$ cat config.mk
export PLATFORM = sky130hd
export DESIGN_NAME = brs_operand_sequencer
export DESIGN_NICKNAME = d
export VERILOG_FILES = /design/src/rtl/brs_pkg.sv /design/src/rtl/brs_operand_sequencer.sv
export SDC_FILE = /design/constraint.sdc
export NUM_CORES = 1
export LEC_CHECK = 0
export ABC_AREA = 1
export CAP_MARGIN = 20
export CORE_AREA = 4 4 94 52
export CTS_CLUSTER_DIAMETER = 60
export DETAILED_ROUTE_END_ITERATION = 10
export DIE_AREA = 0 0 98 56
export PLACE_DENSITY = 0.71
export RECOVER_POWER = 50
export SYNTH_ARGS = -nofsm -noshare
export SYNTH_HDL_FRONTEND = slang
export SYNTH_SLANG_ARGS = --single-unit
export TNS_END_PERCENT = 5
$ cat constraint.sdc
create_clock -name clk -period 1.3 [get_ports clk]
set_clock_uncertainty 0.05 [all_clocks]
set_input_delay 0.195 -clock clk [delete_from_list [all_inputs] [get_ports clk]]
set_output_delay 0.195 -clock clk [all_outputs]
set_load 0.05 [all_outputs]
$ cat src/rtl/brs_pkg.sv
// ----------------------------------------------------------------------------
// brs_pkg
//
// Shared constants and types for the BRS operand path.
//
//   OPERAND_W        width of one operand byte on the input stream and on
//                    the op_a / op_b outputs
//   DEFAULT_TIMEOUT  default number of idle cycles a half-received pair
//                    (A byte captured, B byte still missing) is kept
//   operand_t        one operand byte
//   count_t          width of the idle counter and the pair counter
// ----------------------------------------------------------------------------
package brs_pkg;

    localparam int OPERAND_W       = 8;
    localparam int COUNT_W         = 8;
    localparam int DEFAULT_TIMEOUT = 255;

    typedef logic [OPERAND_W-1:0] operand_t;
    typedef logic [COUNT_W-1:0]   count_t;

endpackage : brs_pkg

$ cat src/rtl/brs_operand_sequencer.sv
// ----------------------------------------------------------------------------
// brs_operand_sequencer
//
// Collects a byte stream of alternating A and B operands into (A, B) pairs
// and presents each pair to the downstream conditional XOR/AND unit through
// a valid/ready handshake. The A byte waits in a one-entry stage until its
// B byte arrives; the completed pair is then registered onto op_a/op_b with
// one cycle of latency. A stage left waiting too long is dropped and
// reported with a single-cycle timeout_err pulse. Operand data is passed
// through untouched.
//
// Parameters
//   TIMEOUT      idle cycles a half-received pair is held before it is
//                dropped
//
// Ports
//   clk          clock, all state updates on the rising edge
//   rst          synchronous active-high reset
//   in_data      operand byte stream (A, B, A, B, ...)
//   in_valid     in_data is valid this cycle
//   in_ready     the block accepts in_data this cycle (combinational)
//   flush        discard any half-received pair
//   op_a         presented operand A (op_a[7] picks XOR/AND downstream)
//   op_b         presented operand B
//   op_valid     op_a/op_b hold a valid pair
//   op_ready     downstream consumes the pair this cycle
//   pair_count   number of pairs consumed downstream, modulo 256
//   timeout_err  one-cycle pulse when a half-received pair times out
// ----------------------------------------------------------------------------
module brs_operand_sequencer
    import brs_pkg::*;
#(
    parameter int TIMEOUT = DEFAULT_TIMEOUT
) (
    input  logic                 clk,
    input  logic                 rst,
    input  logic [OPERAND_W-1:0] in_data,
    input  logic                 in_valid,
    output logic                 in_ready,
    input  logic                 flush,
    output logic [OPERAND_W-1:0] op_a,
    output logic [OPERAND_W-1:0] op_b,
    output logic                 op_valid,
    input  logic                 op_ready,
    output logic [COUNT_W-1:0]   pair_count,
    output logic                 timeout_err
);

    // Idle counter compare value, sized to the counter itself.
    localparam count_t TIMEOUT_CNT = COUNT_W'(TIMEOUT);

    operand_t a_stage;
    logic     a_full;
    count_t   idle_cnt;

    logic     in_xfer;
    logic     out_xfer;
    logic     pair_done;
    logic     timeout_hit;

    // Handshake decode. A byte can always be taken while the stage is empty.
    // A B byte (stage full) needs somewhere to put the completed pair: the
    // output registers must be empty or be emptied by downstream this same
    // cycle. Flush blocks input so that a byte offered during a flush is not
    // silently lost.
    always_comb begin
        in_ready    = !flush && (!a_full || !op_valid || op_ready);
        in_xfer     = in_valid && in_ready;
        out_xfer    = op_valid && op_ready;
        pair_done   = in_xfer && a_full;
        timeout_hit = a_full && !in_xfer && !flush && (idle_cnt == TIMEOUT_CNT);
    end

    // Pair assembly, output register and counters.
    //
    // op_valid is set by a pair completion and otherwise cleared by an output
    // transfer; when both happen together the new pair replaces the consumed
    // one and op_valid stays high, which gives one pair per two input bytes.
    //
    // Flush only touches the half-received stage; a pair already presented
    // downstream stays put and can still be consumed during the flush.
    //
    // An input transfer clears the idle counter, so a B byte arriving in the
    // very cycle the counter hits TIMEOUT completes the pair instead of
    // timing out.
    always_ff @(posedge clk) begin
        if (rst) begin
            a_stage     <= '0;
            a_full      <= 1'b0;
            idle_cnt    <= '0;
            op_a        <= '0;
            op_b        <= '0;
            op_valid    <= 1'b0;
            pair_count  <= '0;
            timeout_err <= 1'b0;
        end else begin
            timeout_err <= 1'b0;

            if (out_xfer) begin
                pair_count <= pair_count + COUNT_W'(1);
            end

            if (pair_done) begin
                op_a     <= a_stage;
                op_b     <= in_data;
                op_valid <= 1'b1;
            end else if (out_xfer) begin
                op_valid <= 1'b0;
            end

            if (flush) begin
                a_full   <= 1'b0;
                idle_cnt <= '0;
            end else if (in_xfer) begin
                idle_cnt <= '0;
                if (!a_full) begin
                    a_stage <= in_data;
                    a_full  <= 1'b1;
                end else begin
                    a_full  <= 1'b0;
                end
            end else if (a_full) begin
                if (timeout_hit) begin
                    a_full      <= 1'b0;
                    idle_cnt    <= '0;
                    timeout_err <= 1'b1;
                end else begin
                    idle_cnt <= idle_cnt + COUNT_W'(1);
                end
            end else begin
                idle_cnt <= '0;
            end
        end
    end

endmodule : brs_operand_sequencer

**Yosys cells after proc, flatten, opt, wreduce, memory -nomap -nowiden**

Index checks and enable logic that the tools add are counted.

- Flip-flop bits (word level): 43
- Input bits: 13
- Output and inout port bits: 27
- Word-level logic and storage cells: 38

- Add/sub/neg operators: 2
- Equality and inequality tests: 1
- Multiplexer cells: 7
- Bitwise operators: 2
- Reductions and logical operators: 18

Operators with widths:

| operator | number |
|---|---|
| adder 8 x 1 -> 8 bit (second input constant) | 2 |
| == test 8 bit (second input constant) | 1 |
| logical AND 1 bit | 7 |
| 2-to-1 mux 1 bit | 7 |
| OR reduction 5 bit | 1 |
| logical NOT 1 bit | 4 |
| OR reduction 4 bit | 1 |
| AND reduction 3 bit | 1 |
| logical OR 1 bit | 2 |
| inverter 1 bit | 2 |
| nonzero test 2 bit | 1 |
| OR reduction 2 bit | 1 |

**Longest topological paths before layout**

Gate-level depths: netlist (run 1).

- Depth in word-level cells: 12
- Mapped depth: 8
- Mapped depth without buffers: 8

**Worst setup path before layout (run 1)**

OpenSTA, ideal clock, no wires.

- Path type: register -> output
- Start point: register op_valid
- End point: output port in_ready
- Arrival: 1.491 ns
- Data required time: 1.055 ns
- Setup slack: -0.436 ns
- Cell stages (with the launch flop): 4
- Buffers on the path: 0
- Cells stage by stage: dfxtp_1 -> nand2_2 -> inv_1 -> a21oi_1

- Longest elaborated chain between the ends: 4

RTL lines:

| what | line | text |
|---|---|---|
| start: declaration | brs_operand_sequencer.sv:43 | `output logic op_valid,` |
| start signal: assignment | brs_operand_sequencer.sv:93 | `op_valid <= 1'b0;` |
| start signal: assignment | brs_operand_sequencer.sv:106 | `op_valid <= 1'b1;` |
| start signal: assignment | brs_operand_sequencer.sv:108 | `op_valid <= 1'b0;` |
| logical NOT 1 bit | brs_operand_sequencer.sv:67 | `in_ready = !flush && (!a_full \|\| !op_valid \|\| op_ready);` |
| logical OR 1 bit (2 in a row) | brs_operand_sequencer.sv:67 |  |
| logical AND 1 bit | brs_operand_sequencer.sv:67 |  |
| end: declaration | brs_operand_sequencer.sv:39 | `output logic in_ready,` |

Every way passes these cells.

**Worst setup path after layout (run 1)**

Same ends and word-level chain as after synthesis.

==> results of run 1 <==
==> kinds of logic (layout without fill, tap and decap cells) <==
family                     after synthesis  in the layout  synth area share
and+or+nand+nor                         69             70            0.1849
buffers and inverters                   44            104            0.1033
DFF                                     43             43            0.5150
adders and majority gates                2              2           0.01497
AOI/OAI and AO/OA                       51             51            0.1557
xor gates and xnor gates                 5              5           0.02620
==> through the flow <==
stage	utilization	total power, W	setup WS [ps]	cell area (µm²)
detailed placement	0.6148	0.001600	-275.9	2550
finish	0.5961	0.002632	-0.4743	2472
global route	0.5961	0.002722	-77.85	2472
floorplan	-	0.001474	-61.46	1679
global placement	0.6148	0.001595	-219.3	2550
CTS	0.6585	0.002673	-6.647	2731
==> final cells by class <==
type                       count  area [µm²]
tap                           57       71.32
clock inverter                 2       35.03
sequential                    43       868.3
timing repair buffer          59       563.0
inverter                      37       138.9
multi-input combinational    128       713.2
fill                         365        1675
clock buffer                   6       82.58
==> how the worst max path moves through the flow <==
stage | startpoint | end | cells past startpoint
floorplan | pair_count[2] | pair_count[7] | 5
finish | op_valid | in_ready | 4
detailed placement | flush | idle_cnt[3] | 5
CTS | op_valid | in_ready | 4
global route | pair_count[1] | pair_count[6] | 7
global placement | flush | a_full | 6
==> power by group through the flow <==
stage	clock network (W)	logic (W)	registers, W
floorplan	0	0.0000740	0.00140
global placement	0	0.000211	0.00138
detailed placement	0	0.000215	0.00139
CTS	0.00110	0.000221	0.00135
global route	0.00114	0.000227	0.00135
finish	0.00107	0.000208	0.00135
==> worst max-delay path, cell delays in order, from the launching register on <==
cell and delay, ps:
dfxtp_4 350, nand2_2 60, inv_2 50, a21oi_4 160
buf_12 150
==> per-layer routing <==
metal | routed length (µm) | global-route usage | vias to the layer above
met2 | 1795 | 0.2321 | 42
met4 | 38 | 0.05325 | 0
met3 | 285 | 0.05882 | 5
met1 | 2034 | 0.1947 | 664
li1 | - | - | 804
met5 | 0 | 0 | -
==> cells in the mapped netlist (2+ instances only) <==
master / n / area share
clkbuf_1: 3 / 0.0067
nor3_1: 3 / 0.0090
a21oi_1: 29 / 0.087
buf_2: 3 / 0.0090
nand3_1: 7 / 0.021
nand4_1: 3 / 0.011
nor2_1: 37 / 0.083
ha_1: 2 / 0.015
o21ai_0: 20 / 0.060
xor2_1: 4 / 0.021
inv_1: 37 / 0.083
dfxtp_1: 43 / 0.51
nand2_1: 15 / 0.034
==> flip-flops by register name, indices dropped and copies added (netlist names) <==
signal	cells
a_full	1
a_stage	8
idle_cnt	8
op_a	8
op_b	8
op_valid	1
pair_count	8
timeout_err	1
==> what timing repair did <==
item                       in CTS  in global routing
gates resized for setup        12                 11
setup endpoints to repair      10                 17
pin swaps                       3                  0
buffers inserted                2                  0
cloned                          1                  0
==> flow_summary.ini, run 1 <==
[routing]
routedWlPerCell_um = 12.51
vias = 1515
routed_via_density = 4.563
drtAntennaViolNets = 0
first_pass_iters = 6
drt_iter0_drc = 50
drt_wl_total_mm = 4.153
drc = 0

[logic_synthesis]
ys.flop_type = dfxtp_1
synth_edf_count = 0
synth.avg_cell_area_um2 = 7.811
syn_inst = 214
async_flop_share = 0
ys_seq_area_frac = 0.5150
synth.net_count = 229
netlist_area_um2 = 1672
yosysUniqueCellTypes = 21
ys_ff_latch = 43
yosys_warnings = 0

[place]
place_congestion = 0.8030
dp.cells = 321
dp_hpwl_mm = 2.876
portBuffers = 39

[worst_setup_path]
arrival_ps = 1060
end_kind = output pin
r2r-start = idle_cnt[0]
reg2regPathDepth = 6
start_kind = flip-flop
criticalPathCategory = flip-flop to output pin
path_max_fanout = 2
r2r_slack_ps = 20
reg2reg_to = a_full
cp_data_required_time_ps = 1050

[power]
power.clock.fraction = 0.408
switching_share = 0.2195
power_leakage_nw = 1.017
power.internal_w = 0.002054
pwr-share-comb = 0.079
seqPwrFrac = 0.513
peakVddDrop_v = 0.0005010
power_density_nw_per_um2 = 1064
p_sw_w = 0.0005776

[min_path]
worst_hold_path_type = input port to flip-flop
worstHoldStart = op_ready
holdPathStages = 4
worstHoldEndpoint = pair_count[0]

[cts]
numCtsBuffers = 5
clk_latency_ps = 290
cts_hold_buffers = 0
path_clk_slew_ps = 80
clock_sinks = 43
htree_num_levels = 2
cts-root-buf = clkbuf_8
cts_tree = yes
clk_path_buf_depth = 2

[cells_and_area]
stdcell_count = 332
mostFrequentLayoutCells = dfxtp_1, inv_1, nor2_1
final_common_cell = dfxtp_1
nNetsFinal = 289
drive_gt1_frac = 0.2800
insertedDiodeCount = 0
syn_to_final_growth_pct = 47.90

[run_status]
violations = setup timing
status = finished, violations left

[timing]
final_hold_viol_count = 0
period_share = 1.000
fmax_mhz = 769.0
relSlewSlack = 0.7471
finalSetupTns_ps = -0.4743
setup_viol = 1
maxSlewViolCount = 0
worst_pin_slew_ps = 377.9
hold-worst-slack_ps = 354.9
fin_ws_ps = -0.4743
rsz0062_at_grt = true
post-route-min-period_ps = 1300

[global_routing]
gr-total-overflow = 0
grt_pass1_wl_mm = 6.699
grt_max_degree = 34
grt_pass1_vias = 1473
grt.total_usage = 0.1517
antenna_found_initial = 0

[die]
fp.dieH_um = 56
die_w_um = 98
io_pins = 40
core-area_um2 = 4148
die_area_um2 = 5488
start_util = 0.4030
rows = 17

[run]
drv_cap = 0
(Power assumes the default switching activity.)
==> run 2, diff against run 1 <==
--- a/config.mk
+++ b/config.mk
@@ -5,13 +5,12 @@
 export SDC_FILE = /design/constraint.sdc
 export NUM_CORES = 1
 export LEC_CHECK = 0
-export ABC_AREA = 1
 export CAP_MARGIN = 20
-export CORE_AREA = 4 4 94 52
+export CORE_AREA = 4 4 93 51
 export CTS_CLUSTER_DIAMETER = 60
 export DETAILED_ROUTE_END_ITERATION = 10
-export DIE_AREA = 0 0 98 56
-export PLACE_DENSITY = 0.71
+export DIE_AREA = 0 0 97 55
+export PLACE_DENSITY = 0.74
 export RECOVER_POWER = 50
 export SYNTH_ARGS = -nofsm -noshare
 export SYNTH_HDL_FRONTEND = slang
==> flow_summary.ini, run 2 <==
[run_status]
status = finished, violations left
violations = setup timing

[logic_synthesis]
yosysTopAreaCell = dfxtp_1
yosys_warnings = 0
synthTopCellsByArea = dfxtp_1, a21oi_1, nand3_1
async_flop_share = 0
ys_seq_area_frac = 0.5070
yosysUniqueCellTypes = 33
ys.flop_type = dfxtp_1
netlist_area_um2 = 1698
ys_ff_latch = 43
yosysMostFrequentCell = dfxtp_1
synth_top_area_share = 0.5070
synth_edf_count = 0
ys_top_cells_by_count = dfxtp_1, a21oi_1, nand3_1
syn_inst = 191
synth.avg_cell_area_um2 = 8.889
synth.net_count = 206

[worst_setup_path]
start_kind = flip-flop
reg2reg_to = idle_cnt[7]
crit_chain = nor2b_4 > a21oi_4 > buf_6
cpPeakStageDelay_ps = 370
arrival_ps = 1120
reg2regPathDepth = 5
r2r-start = op_valid
criticalPathCategory = flip-flop to output pin
end_kind = output pin
cp_slowest_cell = dfxtp_4
path_max_fanout = 4
r2r_slack_ps = 20
cp_data_required_time_ps = 1050

[timing]
final_hold_viol_count = 0
rsz0062_at_grt = true
worst_pin_slew_ps = 284.2
fmax_mhz = 733.5
post-route-min-period_ps = 1363
fin_ws_ps = -63.35
maxSlewViolCount = 0
relSlewSlack = 0.8105
hold-worst-slack_ps = 332.1
period_share = 1.049
setup_viol = 1

[die]
die_w_um = 97
rows = 16
fp.dieH_um = 55
io_pins = 40
start_util = 0.4394
core-area_um2 = 3864
die_area_um2 = 5335

[cells_and_area]
stdcell_count = 303
nNetsFinal = 263
drive_gt1_frac = 0.3253
insertedDiodeCount = 0
mostFrequentLayoutCells = dfxtp_1, buf_12, a21oi_1
syn_to_final_growth_pct = 63.74
final_common_cell = dfxtp_1
nFillCells = 263

[global_routing]
grt.total_usage = 0.1733
grt_pass1_vias = 1617
grtUsageMet1 = 0.1708
grt_use_met2 = 0.3550
grt_pass1_wl_mm = 7.176
grt-busiest-layer = met2
met3_usage = 0.05131
antenna_found_initial = 0
grt_max_degree = 18
gr-total-overflow = 0

[place]
dp.cells = 295
place_congestion = 0.8252
dp_hpwl_mm = 3.124
portBuffers = 39

[routing]
routedWlPerCell_um = 14.79
drc = 0
drt_wl_total_mm = 4.480
drt_iter0_drc = 73
routed_via_density = 5.277
drtAntennaViolNets = 0
first_pass_iters = 4
vias = 1599

[cts]
clk_latency_ps = 300
clk_path_buf_depth = 2
path_clk_slew_ps = 80
htree_num_levels = 2
clock_sinks = 43
cts_tree = yes
numCtsBuffers = 5
cts-root-buf = clkbuf_8

[power]
power_density_nw_per_um2 = 994.6
power_leakage_nw = 1.003
power_w = 0.002765
peakVddDrop_v = 0.0006045

[min_path]
worstHoldEndpoint = a_full
holdPathStages = 2
worstHoldStart = flush
worst_hold_path_type = input port to flip-flop

[run]
drv_cap = 0
## run 2: cell count changes after synthesis, moves of 3 or more
| cell | change |
|---|---|
| mux2i_1 | +8 |
| o21ai_0 | -6 |
| buf_2 | +3 |
| nand3_1 | +15 |
| a21oi_1 | -3 |
| nor2_1 | -20 |
| nand2_1 | -9 |
| o21ai_1 | +6 |
| or3_1 | +3 |
| inv_1 | -34 |
## run 2: layer usage
metal  wire length [µm]  part of all wire
met1               1831              0.41
met2               2394              0.53
met3                191             0.043
met5                  0                 0
met4                 62             0.014
## run 2: cell type report
class,count,area [µm²],share of cell area
sequential,43,889.6,0.3200
timing repair buffer,62,850.8,0.3060
multi-input combinational,133,828.3,0.2979
clock buffer,6,72.57,0.02610
tap,54,67.56,0.02430
clock inverter,2,60.06,0.02160
inverter,3,11.26,0.004050
## run 2: worst max-delay path: cells and delay by family (launching register included)
| kind | cells | cell delay [ps] |
|---|---|---|
| AOI/OAI and AO/OA | 1 | 70 |
| buffers and inverters | 1 | 150 |
| DFF | 1 | 370 |
| and+or+nand+nor | 1 | 220 |
## run 2: power by group
group,internal (W),switching [W],total (W),leakage (nW)
Clock,0.000768,0.000457,0.00123,0.0654
Sequential,0.00132,0.0000140,0.00134,0.355
Combinational,0.000100,0.000103,0.000203,0.583
Total,0.00219,0.000574,0.00277,1.00
## run 2: worst max-delay path by stage
stage / from / end / slack (ps) / depth (start not counted)
final: op_valid / in_ready / -60 / 3
after global routing: op_valid / in_ready / -100 / 3
after CTS: op_valid / in_ready / -90 / 3
after detailed placement: flush / op_a[5] / -460 / 4
after global placement: flush / op_a[7] / -380 / 4
after floorplan: op_valid / in_ready / -90 / 4
## run 2: cells by family after synthesis
group           share of synthesized area
mux                               0.05380
buf+inv                           0.03832
xor+xnor                          0.02580
compound gates                     0.1636
flops                              0.5070
simple gates                       0.1968
fa+ha+maj                         0.01474
## run 2: stage by stage
stage | setup WS, ps | utilization | cell area (µm²) | setup TNS, ps
global route | -101.6 | 0.7196 | 2780 | -244.9
finish | -63.35 | 0.7196 | 2780 | -63.35
floorplan | -89.05 | - | 1738 | -203.6
CTS | -86.06 | 0.7066 | 2730 | -86.06
global placement | -379.2 | 0.6700 | 2589 | -12830
detailed placement | -460.9 | 0.6700 | 2589 | -13680
## run 2: timing repair
action                                  in CTS  in global routing
gates resized for setup                      8                 14
hold buffers                                 0                  0
setup buffers                                0                  1
endpoints found under the setup margin      27                 18
pin swaps                                    0                  1
hold endpoints to repair                     0                  0
==> run 3, diff against run 2 <==
--- a/config.mk
+++ b/config.mk
@@ -6,11 +6,11 @@
 export NUM_CORES = 1
 export LEC_CHECK = 0
 export CAP_MARGIN = 20
-export CORE_AREA = 4 4 93 51
+export CORE_AREA = 4 4 92 51
 export CTS_CLUSTER_DIAMETER = 60
 export DETAILED_ROUTE_END_ITERATION = 10
-export DIE_AREA = 0 0 97 55
-export PLACE_DENSITY = 0.74
+export DIE_AREA = 0 0 96 55
+export PLACE_DENSITY = 0.72
 export RECOVER_POWER = 50
 export SYNTH_ARGS = -nofsm -noshare
 export SYNTH_HDL_FRONTEND = slang
==> constraint.sdc (replaced) <==
create_clock -name clk -period 1.43 [get_ports clk]
set_clock_uncertainty 0.05 [all_clocks]
set_input_delay 0.2145 -clock clk [delete_from_list [all_inputs] [get_ports clk]]
set_output_delay 0.2145 -clock clk [all_outputs]
set_load 0.05 [all_outputs]
==> flow_summary.ini, run 3 (synthesis results as in run 2) <==
[die]
core-area_um2 = 3824
die_area_um2 = 5280
fp.dieH_um = 55
start_util = 0.4440
die_w_um = 96
rows = 16
io_pins = 40

[run_status]
status = finished clean

[cells_and_area]
final_common_cell = dfxtp_1
drive_gt1_frac = 0.2500
fin_util = 0.6119
insertedDiodeCount = 0
nNetsFinal = 259
nFillCells = 350
syn_to_final_growth_pct = 37.80
stdcell_count = 298
mostFrequentLayoutCells = dfxtp_1, a21oi_1, clkbuf_2

[global_routing]
grt_pass1_wl_mm = 6.575
gr-total-overflow = 0
antenna_found_initial = 0
grt_pass1_vias = 1473
grt_max_degree = 23
grt.total_usage = 0.1643

[timing]
worst_pin_slew_ps = 296.7
period_share = 0.9711
rsz0062_at_grt = false
relSlewSlack = 0.8022
final_hold_viol_count = 0
post-route-min-period_ps = 1389
maxSlewViolCount = 0
fmax_mhz = 720.1
setup_viol = 0
finalSetupTns_ps = 0

[cts]
clk_latency_ps = 290
cts_tree = yes
clock_sinks = 43
path_clk_slew_ps = 80
cts-root-buf = clkbuf_8
htree_num_levels = 2
numCtsBuffers = 5
clk_path_buf_depth = 2

[worst_setup_path]
arrival_ps = 1510
path_max_fanout = 22
cp_data_required_time_ps = 1550
end_kind = flip-flop
criticalPathCategory = input port to flip-flop
start_kind = input port

[routing]
first_pass_iters = 4
drtAntennaViolNets = 0
routedWlPerCell_um = 13.84
routed_via_density = 5.305
drt_wl_total_mm = 4.124
drc = 0
drt_iter0_drc = 78
vias = 1581

[power]
peakVddDrop_v = 0.0006520
power_leakage_nw = 0.8931
power_density_nw_per_um2 = 974.7

[place]
dp_hpwl_mm = 2.997
place_congestion = 0.8783
portBuffers = 39
dp.cells = 290

[run]
drv_cap = 0

[min_path]
worst_hold_path_type = input port to flip-flop
[run 3: cell types whose count changed in the layout (fill, tap and decap cells not counted), sizes merged]
cell / delta
buf: -27
clkbuf: +23
bufinv: -1
dlygate4sd2: -1
dlymetal6s2s: +1
[run 3: per-layer routing]
metal,up-vias,track usage,wire [µm]
li1,786,-,-
met1,760,0.1674,1756
met2,32,0.3280,2164
met3,3,0.04865,181
met4,0,0.05660,22
met5,-,0,0
[run 3: repair_timing]
action,in CTS,in global routing
buffers inserted,0,2
endpoints found under the setup margin,5,1
gates cloned,0,0
hold buffers,0,0
gates resized for setup,5,1
[run 3: worst paths after layout]
path,startpoint,end,slack [ps],cells after the start
worst max-delay path,rst,a_stage[6],40,4
worst min-delay path,flush,a_full,180,2
worst max register to register,pair_count[4],pair_count[5],70,3
worst min register to register,idle_cnt[0],idle_cnt[0],410,1
[run 3: final cells by class]
class	count	area (µm²)	share of cell area
flip-flops and latches	43	865.8	0.3701
clock buffers	6	72.57	0.03102
repair buffers	58	500.5	0.2139
inverters	3	11.26	0.004813
well taps	54	67.56	0.02888
multi-input cells	133	792.0	0.3385
clock inverters	1	30.03	0.01283
[run 3: where the power goes]
group          switching [W]  internal, W  leakage (nW)
logic              0.0000867    0.0000740         0.492
clock network       0.000383     0.000512        0.0513
registers          0.0000108      0.00121         0.350
[run 3: critical path, cell delays in order]
cell and delay (ps):
clkdlybuf4s50_1 570, buf_4 300, clkbuf_2 320, nor2_1 100
[run 3: through the flow]
step / total power [W] / instance area, µm² / setup WS [ps] / hold slack, ps
2_1_floorplan: 0.001331 / 1717 / -80.53 / 266.4
3_3_place_gp: 0.001424 / 2539 / -289.0 / 388.4
3_5_place_dp: 0.001427 / 2539 / -323.4 / 395.8
4_1_cts: 0.002319 / 2645 / 5.901 / 410.5
5_1_grt: 0.002373 / 2340 / 10.49 / 217.4
6_report: 0.002281 / 2340 / 41.29 / 178.7
